--- src/rtl/nano_prog_loader.sv ---
// Boot-time program loader: turns a counted byte-stream frame into 16-bit memory writes
// while holding the CPU in reset, then hands the memory port over to the CPU bus.
//
// state     | meaning
// ----------+-------------------------------------------------------------
// WAIT_CNT  | waiting for the word-count byte (no timeout)
// RX_HI     | waiting for the high byte of the next word
// RX_LO     | waiting for the low byte of the next word
// WRITE     | single-cycle memory write of the assembled word
// RELEASE   | CPU still in reset for RST_HOLD cycles after the load
// RUN       | CPU running, memory port is a pass-through of the CPU bus
// ERROR     | bad count or stream timeout; CPU held in reset until rst
module nano_prog_loader #(
    parameter int ADDR_W    = 8,
    parameter int BASE_ADDR = 0,
    parameter int RST_HOLD  = 2,
    parameter int TIMEOUT   = 1000
) (
    input  logic              ck,
    input  logic              rst,
    input  logic              in_valid,
    output logic              in_ready,
    input  logic [7:0]        in_data,
    input  logic [ADDR_W-1:0] cpu_address,
    input  logic [15:0]       cpu_dataW,
    input  logic              cpu_ce,
    input  logic              cpu_we,
    output logic              cpu_rst,
    output logic [ADDR_W-1:0] mem_address,
    output logic [15:0]       mem_dataW,
    output logic              mem_ce,
    output logic              mem_we,
    output logic              load_done,
    output logic              load_err
);

    localparam int DEPTH     = 2 ** ADDR_W;
    localparam int MAX_WORDS = DEPTH - BASE_ADDR;
    localparam int TO_W      = (TIMEOUT > 1) ? $clog2(TIMEOUT + 1) : 1;
    localparam int HOLD_W    = (RST_HOLD > 1) ? $clog2(RST_HOLD) : 1;
    localparam logic [HOLD_W-1:0] HOLD_LOAD = HOLD_W'(RST_HOLD - 1);
    localparam logic [TO_W-1:0]   IDLE_LAST = TO_W'(TIMEOUT - 1);

    typedef enum logic [2:0] {
        S_WAIT_CNT,
        S_RX_HI,
        S_RX_LO,
        S_WRITE,
        S_RELEASE,
        S_RUN,
        S_ERROR
    } state_t;

    state_t            state, state_nxt;
    logic [7:0]        cnt;
    logic [7:0]        hi_byte;
    logic [7:0]        lo_byte;
    logic [ADDR_W:0]   ptr;
    logic [HOLD_W-1:0] hold_cnt;
    logic [TO_W-1:0]   idle_cnt;

    logic xfer;
    logic count_too_big;
    logic last_word;
    logic idle_expired;

    assign xfer          = in_valid & in_ready;
    assign count_too_big = {24'd0, in_data} > 32'(MAX_WORDS);
    assign last_word     = 32'(ptr) == (32'(cnt) - 32'd1);
    assign idle_expired  = (TIMEOUT != 0) && (idle_cnt == IDLE_LAST);

    always_comb begin
        state_nxt = state;
        case (state)
            S_WAIT_CNT: begin
                if (xfer) begin
                    if (in_data == 8'd0)    state_nxt = S_RELEASE;
                    else if (count_too_big) state_nxt = S_ERROR;
                    else                    state_nxt = S_RX_HI;
                end
            end
            S_RX_HI: begin
                if (xfer)              state_nxt = S_RX_LO;
                else if (idle_expired) state_nxt = S_ERROR;
            end
            S_RX_LO: begin
                if (xfer)              state_nxt = S_WRITE;
                else if (idle_expired) state_nxt = S_ERROR;
            end
            S_WRITE:   state_nxt = last_word ? S_RELEASE : S_RX_HI;
            S_RELEASE: if (hold_cnt == '0) state_nxt = S_RUN;
            S_RUN:     state_nxt = S_RUN;
            S_ERROR:   state_nxt = S_ERROR;
            default:   state_nxt = S_WAIT_CNT;
        endcase
    end

    // Memory port: loader drives it only in WRITE, the CPU owns it only in RUN.
    always_comb begin
        cpu_rst     = (state != S_RUN);
        load_done   = (state == S_RUN);
        load_err    = (state == S_ERROR);
        mem_ce      = 1'b0;
        mem_we      = 1'b0;
        mem_address = '0;
        mem_dataW   = '0;
        if (state == S_WRITE) begin
            mem_ce      = 1'b1;
            mem_we      = 1'b1;
            mem_address = ADDR_W'(BASE_ADDR) + ptr[ADDR_W-1:0];
            mem_dataW   = {hi_byte, lo_byte};
        end else if (state == S_RUN) begin
            mem_ce      = cpu_ce;
            mem_we      = cpu_we;
            mem_address = cpu_address;
            mem_dataW   = cpu_dataW;
        end
    end

    always_ff @(posedge ck or negedge rst) begin
        if (!rst) begin
            state    <= S_WAIT_CNT;
            in_ready <= 1'b0;
            cnt      <= '0;
            hi_byte  <= '0;
            lo_byte  <= '0;
            ptr      <= '0;
            hold_cnt <= HOLD_LOAD;
            idle_cnt <= '0;
        end else begin
            state    <= state_nxt;
            in_ready <= (state_nxt == S_WAIT_CNT) || (state_nxt == S_RX_HI) ||
                        (state_nxt == S_RX_LO);

            if (state == S_WAIT_CNT && xfer) cnt     <= in_data;
            if (state == S_RX_HI && xfer)    hi_byte <= in_data;
            if (state == S_RX_LO && xfer)    lo_byte <= in_data;
            if (state == S_WRITE)            ptr     <= ptr + 1'b1;

            // Reloaded outside RELEASE so every entry path starts a full hold.
            if (state == S_RELEASE) begin
                if (hold_cnt != '0) hold_cnt <= hold_cnt - 1'b1;
            end else begin
                hold_cnt <= HOLD_LOAD;
            end

            if ((state == S_RX_HI || state == S_RX_LO) && !xfer)
                idle_cnt <= idle_cnt + 1'b1;
            else
                idle_cnt <= '0;
        end
    end

endmodule

--- config.mk ---
export PLATFORM = sky130hd
export DESIGN_NAME = nano_prog_loader
export DESIGN_NICKNAME = d
export VERILOG_FILES = /design/src/rtl/nano_prog_loader.sv
export SDC_FILE = /design/constraint.sdc
export NUM_CORES = 1
export LEC_CHECK = 0
export CORE_MARGIN = 4
export CORE_UTILIZATION = 44
export DETAILED_ROUTE_END_ITERATION = 10
export GPL_ROUTABILITY_DRIVEN = 0
export GPL_TIMING_DRIVEN = 0
export PLACE_DENSITY = 0.73
export SYNTH_ARGS = -nofsm -noshare
export SYNTH_HDL_FRONTEND = slang
export SYNTH_SLANG_ARGS = --single-unit
--- constraint.sdc ---
create_clock -name ck -period 1.96 [get_ports ck]
set_clock_uncertainty 0.2 [all_clocks]
set_input_delay 0.49 -clock ck [delete_from_list [all_inputs] [get_ports ck]]
set_output_delay 0.49 -clock ck [all_outputs]
set_load 0.01 [all_outputs]
==> results by group <==
Synthesis
  – Yosys warning total: 0
  – Sequential share of the synthesized area: roughly 46%
  – EDFF count, synth: 0
  – Post-synth top flop: dfrtp_1
  – Area fraction in compound gates after synthesis: roughly 14%
  – Syn Nets: 288
  – Area share of and/or/nand/nor cells after synthesis: between 15 and 20%
  – Main combinational cell family by area after synthesis: simple AND/OR/NAND/NOR gates
  – Post-synthesis mux area share: approximately a tenth
  – Seq cells post-synth: between 40 and 50
  – Synth Area in Adders: about 1.4%
  – Syn avg cell area: 10.6 um2
  – Distinct cells, synth: between 40 and 50
  – Post-synthesis instance area: 2630 um2
  – Cell count after synthesis: ~250
  – FFs w/ async S/R, synth: between 90% and 100%
  – Xor/xnor share of the synthesized area: 8.99%

STA
  – # setup viols final: 31
  – Max-slew headroom: approximately 60%
  – Worst Tran Pin Value: 607 ps
  – Clock period minus final worst setup slack: between 2000 and 2500 ps
  – Slew Viols, Final: 0
  – Fin. Hold Viols: 0
  – RSZ-0062 raised after global routing: yes
  – Max Clock Freq: 421 MHz
  – Ratio of final minimum period to clock period: 121%
  – Post-route setup slack: -415 ps

Pwr
  – Pwr dens: 1430 nW/um2
  – P_leak: around 1.8 nW
  – Total power: between 5 and 6 mW
  – Max IR drop VDD: 0.765 mV

Placement
  – PortBufs: 66
  – Placement-stage worst setup slack: -838 ps
  – Placed cell area: 3440 um2
  – Placed wire-length estimate: around 4700 um

Flow run
  – Max-Cap Viols: 0

Route
  – Remaining antenna violation count: 0
  – Avg WL per Cell: 17.4 um
  – Via density: between 5 and 6
  – DRC: 0
  – Drt pass-1 iters: 4
  – DRT Wirelength: approximately 7500 um
  – DR iter-0 viols: 160
  – Via count: 2340

Worst setup path
  – Crit-path slowest cell: dfrtp_1
  – Sum of buffers and inverters on the critical path: 4
  – Startpoint Class: register
  – Worst-path cell chain: nand2b_4 -> nor2_4 -> buf_12 -> buf_6 -> buf_6 -> a22o_1 -> buf_2
  – R2r worst-path depth: 5
  – WS Path Type: register to primary output
  – Most used cell, CP: buf_6
  – Crit-path max cell delay: approximately 400 ps
  – R2R Path End: state[0]
  – FF-to-FF Start: cnt[3]
  – Critical path peak fanout: 4
  – CP delay by family, top: buffers and inverters
  – Reg-to-reg slack, setup: -80 ps
  – CP required: ~1300 ps
  – Crit. End Element: primary output
  – CP arrival: between 1500 and 2000 ps

Clock network
  – Clk slew on worst S/H paths: about 90 ps
  – CTS sink cnt: 48
  – H-Tree Depth: 2
  – Clk Latency, worst-skew pair: 310 ps
  – Cts bufs inserted: 5
  – CTS root buf: clkbuf_8
  – CTS tree: built
  – CTS Buffer Depth: 2

Layout
  – Most frequent cells in the layout: dfrtp_1, clkdlybuf4s50_1, buf_2
  – Design Area, Final: between 4000 and 5000 um2
  – Commonest non-fill, non-tap cell in the layout: dfrtp_1
  – Layout cells sized above 1: 41.6%
  – Fin nets: 400
  – Antenna cells: 0
  – Layout area overhead: 52.3%
  – Area of the multi-input gates: between 1000 and 1500 um2
  – Fillers: 397
  – FF/Latch Area: approximately 1200 um2

Die
  – Rows: 27
  – Die height: ~85 um
  – Die area: 7280 um2
  – # IOs: between 60 and 70
  – Core area: 5640 um2
  – Die Width: 85.3 um
  – Starting Density: between 40% and 50%

Global route
  – Vias in the first global route: roughly 2400
  – First-pass GRT wire length: about 12000 um
  – Antenna violations before repair: 0
  – Largest net degree at the start of global routing: 26
  – Total gr overflow: 0
  – Total Routing Usage GR: between 20% and 30%

Min path
  – Worst hold path depth: 1
  – Hold crit path type: register to register
  – Worst Hold Endpoint: idle_cnt[0]
  – Hold_sp: idle_cnt[0]

Status
  – Violated checks: negative setup slack
  – Status: complete, but fails checks
[cells by family after synthesis]
group                      Yosys count
xor gates and xnor gates            27
muxes                               25
buffers and inverters               21
and+or+nand+nor                     78
adders and majority gates            3
DFF                                 48
AOI/OAI and AO/OA                   46
[layout make-up]
type                    count  share of cell area, %
well taps                  72                   2.25
inverters                   8                  0.750
clock buffers               6                   1.81
repair buffers            110                   24.3
clock inverters             2                   1.50
flip-flops and latches     48                   30.2
plain buffers               8                   1.97
multi-input cells         179                   37.2
[synth_stat cells (all sizes together), types with 2 or more instances]
cell    instances  share of area [%]
a211oi          2               0.76
a21oi           5               0.95
a22o           23                7.7
a41o            2               0.76
and2            4               0.95
and2b           2               0.67
and3            3               0.71
buf             5               0.90
clkbuf          8                1.2
dfrtp          47                 45
ha              3                1.4
inv             8                1.1
mux2           25                 11
nand2          20                2.9
nand3           3               0.57
nand4           6                1.4
nor2           19                2.7
nor2b           3               0.71
nor3            6                1.3
o21ai           2               0.38
o21bai          2               0.57
or2             3               0.71
or3             2               0.67
xnor2          19                6.3
xor2            8                2.7
[power by group]
part	internal (mW)	total, mW	switching (mW)
logic	1.87	3.23	1.35
clock network	0.510	0.852	0.342
registers	1.30	1.64	0.339
[worst max path at each step]
stage | depth (start not counted) | slack, ps | endpoint | start
finish | 7 | -410 | mem_address[2] | state[1]
global route | 7 | -490 | mem_address[6] | state[1]
CTS | 8 | -450 | mem_address[2] | state[1]
detailed placement | 6 | -840 | mem_dataW[8] | state[2]
global placement | 1 | -1140 | ptr[6] | rst
floorplan | 8 | 10 | state[2] | cnt[0]
[registers in the layout (all words and copies together) (netlist names)]
register	count
state	3
hi_byte	8
cnt	8
hold_cnt	1
idle_cnt	10
lo_byte	8
in_ready	1
ptr	9
[repair_timing]
item	in CTS	in global routing
hold buffers	1	0
endpoints found under the hold margin	1	0
pin swaps	31	16
gates resized for setup	173	24
buffers inserted	31	11
gates cloned	2	0
setup endpoints to repair	49	65
[worst reg2reg max path, stage by stage, from the launching register on]
cell and delay (ps):
dfrtp_2 460, or3_4 400, or2_0 200, o22a_1 250, a211oi_4 250, o221ai_1 140
[per-layer routing]
metal | vias to the layer above | global-route usage [%] | wire length [um]
met3 | 12 | 3.98 | 466
met1 | 1148 | 25.8 | 3340
li1 | 1098 | - | -
met4 | 0 | 5.32 | 120
met5 | - | 0 | 0
met2 | 82 | 34.5 | 3620
[per-stage QoR]
stage	hold WS (ps)	utilization (%)	std cells	TNS (ps)
3_3_place_gp	247	60.5	386	-83880
2_1_floorplan	-5.59	-	248	0
4_1_cts	270	68.4	427	-11430
6_report	268	71.0	433	-10720
3_5_place_dp	261	60.9	387	-30620
5_1_grt	279	71.0	433	-12750
Note: power is estimated with default switching activity, not from simulation.
